<file path="src/rtl/ram_fifo_ctrl.sv">
// ram_fifo_ctrl: FIFO controller that keeps its storage in an external dual-port RAM.
// The RAM has a 1-cycle registered read. A 2-entry output buffer hides that read
// latency, so the FIFO streams one word per cycle when both sides are ready.
//
// Optional feature macro: RAM_FIFO_LEVEL_EN adds the `level` occupancy output.
//
// Ports
//   clk, rst_n       : clock (rising edge), synchronous active-low reset
//   s_valid/s_data   : write-side word offered
//   s_ready          : write-side accept (combinational from state)
//   m_valid/m_data   : read-side word presented (oldest buffered entry)
//   m_ready          : read-side accept
//   ram_wr_*         : RAM write port (combinational from the accept)
//   ram_rd_en/addr   : RAM read request
//   ram_rd_data      : RAM read data, valid the cycle after ram_rd_en
//   level            : ram_count + inflight + out_count (RAM_FIFO_LEVEL_EN only)
module ram_fifo_ctrl #(
   parameter int unsigned ADDR = 9,
   parameter int unsigned DATA = 10
) (
   input  logic            clk,
   input  logic            rst_n,
   input  logic            s_valid,
   input  logic [DATA-1:0] s_data,
   output logic            s_ready,
   output logic            m_valid,
   output logic [DATA-1:0] m_data,
   input  logic            m_ready,
   output logic            ram_wr_en,
   output logic [ADDR-1:0] ram_wr_addr,
   output logic [DATA-1:0] ram_wr_data,
   output logic            ram_rd_en,
   output logic [ADDR-1:0] ram_rd_addr,
   input  logic [DATA-1:0] ram_rd_data
`ifdef RAM_FIFO_LEVEL_EN
   ,
   output logic [ADDR+1:0] level
`endif
);

   localparam int unsigned CNT_W = ADDR + 1;
   localparam logic [CNT_W-1:0] DEPTH_CNT = CNT_W'(2 ** ADDR);

   // Pointers and occupancy
   logic [ADDR-1:0]  wr_ptr;
   logic [ADDR-1:0]  rd_ptr;
   logic [CNT_W-1:0] ram_count;
   logic             inflight;
   logic [1:0]       out_count;

   // Output buffer: ob_head is the oldest entry, ob_tail the second one
   logic [DATA-1:0]  ob_head;
   logic [DATA-1:0]  ob_tail;
   logic [DATA-1:0]  ob_head_nxt;
   logic [DATA-1:0]  ob_tail_nxt;
   logic [1:0]       out_count_nxt;

   logic             accept;
   logic             pop;
   logic             rd_issue;
   logic [2:0]       ob_committed;

   // Handshakes
   assign s_ready = rst_n && (ram_count < DEPTH_CNT);
   assign accept  = s_valid && s_ready;
   assign m_valid = rst_n && (out_count != 2'd0);
   assign m_data  = ob_head;
   assign pop     = m_valid && m_ready;

   // RAM write port follows the accept directly
   assign ram_wr_en   = accept;
   assign ram_wr_addr = wr_ptr;
   assign ram_wr_data = s_data;

   // Buffer slots already claimed after this edge; a new read only issues if one is free.
   // ram_count is registered, so a read never targets the word being written this cycle.
   assign ob_committed = 3'(out_count) + 3'(inflight) - 3'(pop);
   assign rd_issue     = rst_n && (ram_count != '0) && (ob_committed < 3'd2);
   assign ram_rd_en    = rd_issue;
   assign ram_rd_addr  = rd_ptr;

`ifdef RAM_FIFO_LEVEL_EN
   localparam int unsigned LVL_W = ADDR + 2;
   assign level = rst_n ? (LVL_W'(ram_count) + LVL_W'(inflight) + LVL_W'(out_count))
                        : '0;
`endif

   // Output buffer next state: the returning read word lands behind any survivor of the pop
   always_comb begin
      ob_head_nxt   = ob_head;
      ob_tail_nxt   = ob_tail;
      out_count_nxt = out_count;
      case ({inflight, pop})
         2'b01: begin
            ob_head_nxt   = ob_tail;
            out_count_nxt = out_count - 2'd1;
         end
         2'b10: begin
            if (out_count == 2'd0) begin
               ob_head_nxt = ram_rd_data;
            end else begin
               ob_tail_nxt = ram_rd_data;
            end
            out_count_nxt = out_count + 2'd1;
         end
         2'b11: begin
            if (out_count == 2'd1) begin
               ob_head_nxt = ram_rd_data;
            end else begin
               ob_head_nxt = ob_tail;
               ob_tail_nxt = ram_rd_data;
            end
         end
         default: begin
         end
      endcase
   end

   // State registers
   always_ff @(posedge clk) begin
      if (!rst_n) begin
         wr_ptr    <= '0;
         rd_ptr    <= '0;
         ram_count <= '0;
         inflight  <= 1'b0;
         out_count <= 2'd0;
         ob_head   <= '0;
         ob_tail   <= '0;
      end else begin
         if (accept) begin
            wr_ptr <= wr_ptr + ADDR'(1);
         end
         if (rd_issue) begin
            rd_ptr <= rd_ptr + ADDR'(1);
         end
         case ({accept, rd_issue})
            2'b10:   ram_count <= ram_count + CNT_W'(1);
            2'b01:   ram_count <= ram_count - CNT_W'(1);
            default: ram_count <= ram_count;
         endcase
         inflight  <= rd_issue;
         out_count <= out_count_nxt;
         ob_head   <= ob_head_nxt;
         ob_tail   <= ob_tail_nxt;
      end
   end

endmodule

</file>
<file path="config.mk">
export PLATFORM = sky130hd
export DESIGN_NAME = ram_fifo_ctrl
export DESIGN_NICKNAME = d
export VERILOG_FILES = /design/src/rtl/ram_fifo_ctrl.sv
export SDC_FILE = /design/constraint.sdc
export NUM_CORES = 1
export LEC_CHECK = 0
export CAP_MARGIN = 0
export CELL_PAD_IN_SITES_DETAIL_PLACEMENT = 0
export CELL_PAD_IN_SITES_GLOBAL_PLACEMENT = 2
export CORE_UTILIZATION = 32
export CTS_CLUSTER_SIZE = 30
export DETAILED_ROUTE_END_ITERATION = 8
export PLACE_DENSITY = 0.85
export SLEW_MARGIN = 25
export SYNTH_ARGS = -nofsm -noshare
export SYNTH_HDL_FRONTEND = slang
export SYNTH_SLANG_ARGS = --single-unit
</file>
<file path="constraint.sdc">
create_clock -name clk -period 10.3 [get_ports clk]
set_input_delay 1.03 -clock clk [delete_from_list [all_inputs] [get_ports clk]]
set_output_delay 1.03 -clock clk [all_outputs]
set_load 0.02 [all_outputs]
</file>
==> reports/metrics.cfg, run 1 <==
[timing]
fin_worst_skew_ns = 0.01028
relSlewSlack_pct = 50.36
max_slew.worst_pin.slew_ns = 0.7435
period_needed_ns = 4.978
fin_crit_sh_pct = 48.33
max_freq_mhz = 200.9
hold_viol = 0
rsz0062_at_grt = false
setup_ws_ns = 5.322
drv_slew = 0
tns_ns = 0
setup_violations = 0

[yosys]
netlist.area_leader.share_pct = 36.41
synth_area_leaders = dfxtp_1 36%, ha_1 6.7%, nor2_1 6.6%
syn_inst = 316
yosysTopAreaCell = dfxtp_1
ys_seq_elements = 51
yosysWarnings = 0
synth_ff_type = dfxtp_1
syn_avg_cell_area_um2 = 8.873
synthArstFlopShare_pct = 0
synth_edf_count = 0
synth.distinct_cells = 55
synth_area_mm2 = 0.002804
synth_seq_area_share_pct = 36.41
syn_nets = 357

[routing]
first_iter_violations = 57
ant_nets = 0
finalWirelength_um = 5668
drcViolationCount = 0
route.vias.total = 2237
wl_per_cell_um = 12.54
dr.pass1.iters = 4
post_drt_via_cell_ratio = 4.949

[floorplanning]
io_pins = 66
die_area_mm2 = 0.009140
core_area_mm2 = 0.008341
start_util_pct = 33.62
fp.dieH_um = 95.61
die_x_um = 95.61
rows = 33

[cells_and_area]
fin_nets = 387
drive_gt1_share_pct = 6.340
final_common_cell = dfxtp_1
area_delta_synth_final_pct = 19.54
finalInstanceArea_mm2 = 0.003352
num-fill-cells = 868
diodes = 0
final_cell_mix = 51 x dfxtp_1, 49 x nor2_1, 45 x clkdlybuf4s50_1

[power_and_ir_drop]
power_leakage_nw = 1.340
ir_worst_vdd_v = 0.0001475
power_per_cell_area_mw_per_mm2 = 277.1

[job]
drv_cap = 0

[global_route]
antenna_found_initial = 0
first_global_vias = 2048
grt_overflow_total = 0
grt_usage_pct = 13.22
grt_pass1_wl_um = 9597
grt_max_degree = 43

[cts]
max-clock-path-buffers = 2
cts_setup_buffers = 0
path_clk_slew_ns = 0.10
post_cts_resized = 0
cts_buffers = 5
cts.sinks = 51
clockRootBuffer = clkbuf_8
htree_levels = 2
clk_latency_ns = 0.31
cts_hold_buf = 0
cts_tree = done

[outcome]
status = finished clean

[critical_path]
critPathKind = in2reg
crit_fanout = 23
critPathCaptureType = register
arrival_ns = 5.18
crit_required_ns = 10.50
start_kind = primary input

[placed_design]
postPlaceCellArea_mm2 = 0.003254
io_buffers = 45
gp_congestion = 0.8327
hpwlAfterDp_um = 3980
dp_slack_ns = 4.994

[min_path]
min_path_type = reg2reg

-- cell usage after synthesis, types with 2 or more instances --
library cell and instances:
mux2i_1 17, buf_2 3, a211oi_1 12, nor4_1 4
nand2b_1 5, a21oi_1 9, nor3b_1 3, fa_1 2
nor2_1 49, buf_4 13, clkbuf_1 8, dfxtp_1 51
o21ai_0 12, o31ai_1 2, o21ai_1 2, or3_1 3
nand4_1 5, xor2_1 12, a22oi_1 10, nand2_1 22
and2_1 4, and3_1 6, xnor2_1 4, ha_1 15
inv_1 7, nand3_1 7
-- logic make-up (layout without fill, tap and decap cells) --
family | count (synthesis) | count (layout) | share of synthesized area, %
buffers and inverters | 33 | 64 | 6.559
DFF | 51 | 51 | 36.41
AOI/OAI and AO/OA | 57 | 57 | 13.61
xor gates and xnor gates | 16 | 16 | 4.998
and+or+nand+nor | 124 | 124 | 23.43
adders and majority gates | 17 | 17 | 8.121
muxes | 18 | 18 | 6.872
-- layer usage --
metal	track usage (%)	wire, um	vias to the layer above
met5	0	0	-
met4	4.726	38	0
met3	2.392	304	6
met2	20.42	2430	47
met1	18.33	2895	1018
li1	-	-	1166
-- flip-flops by register name (all words and copies together), names as in the netlist --
register and count:
out_count 2, m_data 10, inflight 1, ram_wr_addr 9, ram_count 10, ob_tail 10, ram_rd_addr 9
-- final cells by class --
type                       instances  area (um^2)  share of cell area (%)
tap                              105        131.4                   3.919
multi-input combinational        232         1599                   47.70
clock inverter                     3        28.78                  0.8585
timing repair buffer              48        473.0                   14.11
clock buffer                       5        68.82                   2.053
sequential                        51         1021                   30.46
inverter                           8        30.03                  0.8959
-- metrics by stage --
step           hold WS, ns  power, mW  utilization [%]  std cells
2_1_floorplan       0.4643     0.6932                -        316
3_3_place_gp        0.4747     0.8080            39.02        444
3_5_place_dp        0.4769     0.8135            39.02        444
4_1_cts             0.5023     0.9430            40.19        452
5_1_grt             0.5245      1.010            40.19        452
6_report            0.4962     0.9287            40.19        452
-- worst paths after layout --
path / startpoint / slack, ns / cells after the start / endpoint
setup reg to reg: out_count[1] / 5.97 / 16 / ram_count[8]
setup / recovery: rst_n / 5.32 / 16 / ram_count[8]
hold / removal: ram_rd_addr[7] / 0.50 / 2 / ram_rd_addr[7]
hold reg to reg: ram_rd_addr[7] / 0.50 / 2 / ram_rd_addr[7]
-- power by group --
group | internal [mW] | switching [mW]
clock | 0.0505 | 0.0729
combinational | 0.229 | 0.287
sequential | 0.246 | 0.0426
total | 0.526 | 0.402
-- critical path, cell delays in order --
cell and delay (ns):
clkdlybuf4s50_1 0.45, buf_4 0.25, nand3b_1 0.16, nor2_1 0.19
o21ai_0 0.15, fa_1 0.40, xnor2_1 0.13, and3_1 0.27
and2_4 0.23, ha_1 0.50, ha_1 0.38, a21oi_1 0.19
o21ai_1 0.14, nor4_1 0.27, nor4_1 0.09, or3b_1 0.35
No activity file was read; power rests on OpenSTA's default activity.
==> inputs of run 2 (changes only) <==
- CORE_UTILIZATION: 32 -> 27
- PLACE_DENSITY: 0.85 -> 0.77
- clock period: 10.3 -> 4.3 ns (I/O delays scaled with it)
==> run 2 against run 1 <==
- setup slack worse by 5.0 ns
- highest routed layer unchanged
- largest cell class unchanged
- count of clock-buffer cells in the layout stayed put
- global-route usage is 0.91 points lower
==> reports/metrics.cfg, run 2 (synthesis gave the netlist of run 1 again) <==
[outcome]
status = finished clean

[cells_and_area]
final_cell_mix = 49 x dfxtp_1, 48 x nor2_1, 45 x clkdlybuf4s50_1
drive_gt1_share_pct = 8.046  ; +1.7 points
post-route-util_pct = 34.31  ; -5.9 points
diodes = 0  ; unchanged
final_common_cell = dfxtp_1
area_delta_synth_final_pct = 21.24
fin_nets = 389  ; +0.52%

[cts]
path_clk_slew_ns = 0.10  ; about the same
clockRootBuffer = clkbuf_8
cts_tree = done
clk_latency_ns = 0.31  ; about the same
htree_levels = 2  ; unchanged
cts.sinks = 51  ; unchanged
cts_setup_buffers = 0  ; unchanged
cts_buffers = 5  ; unchanged
max-clock-path-buffers = 2  ; unchanged

[timing]
fin_crit_sh_pct = 92.97
max_freq_mhz = 250.1
setup_violations = 0  ; unchanged
relSlewSlack_pct = 49.92  ; -0.44 points
drv_slew = 0  ; unchanged
setup_ws_ns = 0.3023  ; -5.019 ns
period_needed_ns = 3.998
hold_viol = 0  ; unchanged
max_slew.worst_pin.slew_ns = 0.7501  ; +0.006651 ns
fin_worst_skew_ns = 0.005800  ; -0.004479 ns
holdWs_ns = 0.4726  ; -0.02359 ns
tns_ns = 0  ; unchanged
rsz0062_at_grt = false

[power_and_ir_drop]
seq_power_share_pct = 31.0  ; about the same
ir_worst_vdd_v = 0.0002184  ; +48%
finalPower_mw = 2.259  ; +140%
p_int_mw = 1.275  ; +140%
power_leakage_nw = 1.345  ; +0.36%
power_per_cell_area_mw_per_mm2 = 664.6  ; +140%
power.switching_uw = 984.0  ; +140%
p_comb_share_pct = 56.7  ; +1.1 points
sw_frac_of_total_pct = 43.55  ; +0.23 points
p_clk_share_pct = 12.3  ; -1.0 points

[placed_design]
dp_slack_ns = 0.1077  ; -4.887 ns
io_buffers = 45  ; unchanged
hpwlAfterDp_um = 4362  ; +9.6%
gp_congestion = 0.7818  ; -6.1%

[global_route]
grt_pass1_wl_um = 10920  ; +14%
grt_usage_pct = 12.31  ; -0.91 points
first_global_vias = 2273  ; +11%
grt_overflow_total = 0  ; unchanged
grt_max_degree = 43  ; unchanged
antenna_found_initial = 0  ; unchanged

[routing]
wl_per_cell_um = 13.09  ; +4.4%
post_drt_via_cell_ratio = 4.761  ; -3.8%
route.vias.total = 2290  ; +2.4%
first_iter_violations = 78  ; +37%
finalWirelength_um = 6295  ; +11%
drcViolationCount = 0  ; unchanged
dr.pass1.iters = 4  ; unchanged
ant_nets = 0  ; unchanged

[critical_path]
critPathCaptureType = register
worstReg2RegEnd = ram_count[8]
r2r_slack_ns = 0.30  ; -5.67 ns
start_kind = register
rr_worst_depth = 17  ; +1
crit_fanout = 10  ; -57%
arrival_ns = 4.19  ; -0.99 ns
critPathKind = reg2reg
crit_required_ns = 4.50  ; -6.00 ns
reg2reg_from = out_count[1]

[min_path]
hold_start = ram_rd_addr[8]
min_to = ram_rd_addr[8]
hold_depth = 2  ; unchanged
min_path_type = reg2reg

[floorplanning]
core_area_mm2 = 0.009910  ; +19%
die_x_um = 103.9  ; +8.7%
fp.dieH_um = 103.9  ; +8.7%
die_area_mm2 = 0.01080  ; +18%
io_pins = 66  ; unchanged
start_util_pct = 28.30  ; -5.3 points
rows = 36  ; +9.1%

[job]
drv_cap = 0  ; unchanged

run 2: cell types whose count changed in the layout (fill, tap and decap cells not counted):
cell,delta
clkinv_2,+1
and3_1,-1
dfxtp_2,+2
dfxtp_1,-2
buf_4,+2
nor4_1,-1
nor4_2,+1
inv_8,-1
nor2_2,+1
clkinv_4,-1
and3_2,+1
nor2_1,-1
run 2: power by group through the flow:
| stage | clock, mW | sequential (mW) | combinational (mW) |
|---|---|---|---|
| after detailed placement | 0 | 0.710 | 1.28 |
| after global routing | 0.312 | 0.718 | 1.44 |
| after global placement | 0 | 0.712 | 1.27 |
| after CTS | 0.292 | 0.699 | 1.28 |
| final | 0.278 | 0.701 | 1.28 |
| after floorplan | 0 | 0.745 | 0.915 |
run 2: metal layers:
layer  GRT usage [%]  vias to the layer above  share of wire (%)
met4           3.673                        0               0.92
met3           2.882                        7                4.4
met1           16.45                     1070                 52
met2           19.62                       46                 43
li1                -                     1167                  -
met5               0                        -                  0
run 2: through the flow:
step	cell area, um^2	cells
3_3_place_gp	3304	474
3_5_place_dp	3304	474
4_1_cts	3387	481
5_1_grt	3400	481
6_report	3400	481
2_1_floorplan	2804	316
run 2: timing repair:
| action | CTS | global route |
|---|---|---|
| hold buffers | 0 | 0 |
| setup endpoints to repair | 0 | 5 |
| hold endpoints to repair | 0 | 0 |
| resized for setup | 0 | 5 |
run 2: layout make-up:
cell class / instances / area [um^2]
fill: 1067 / 6510
multi-input combinational: 232 / 1609
sequential: 51 / 1023
timing repair buffer: 50 / 488.0
tap: 133 / 166.4
clock buffer: 5 / 68.82
inverter: 8 / 30.03
clock inverter: 2 / 13.76
run 2: worst max-delay path by stage:
| stage | cells after the start | start | end | slack (ns) |
|---|---|---|---|---|
| global route | 17 | out_count[1] | ram_count[8] | 0.004 |
| floorplan | 17 | out_count[1] | ram_count[8] | 0.34 |
| CTS | 16 | out_count[1] | ram_count[8] | 0.16 |
| detailed placement | 15 | rst_n | ram_count[8] | 0.11 |
| global placement | 15 | rst_n | ram_count[8] | 0.16 |
| finish | 17 | out_count[1] | ram_count[8] | 0.30 |
run 2: worst max-delay path, cell delays in order, from the launching register on:
cell and delay (ns):
dfxtp_2 0.39, inv_1 0.07, ha_1 0.22, nand3b_1 0.22, nor2_2 0.15, o21ai_0 0.12
fa_1 0.39, xnor2_1 0.13, and3_2 0.25, and2_4 0.20, ha_1 0.24, buf_4 0.20
ha_1 0.37, nand2_1 0.07, o21ai_1 0.26, nor4_2 0.08, o21ai_0 0.16, or3b_1 0.37
==> inputs of run 3 (changes only) <==
- SLEW_MARGIN: 25 -> 20
==> results of run 3 <==
Final layout, timing and power as in run 2 (identical DEF).
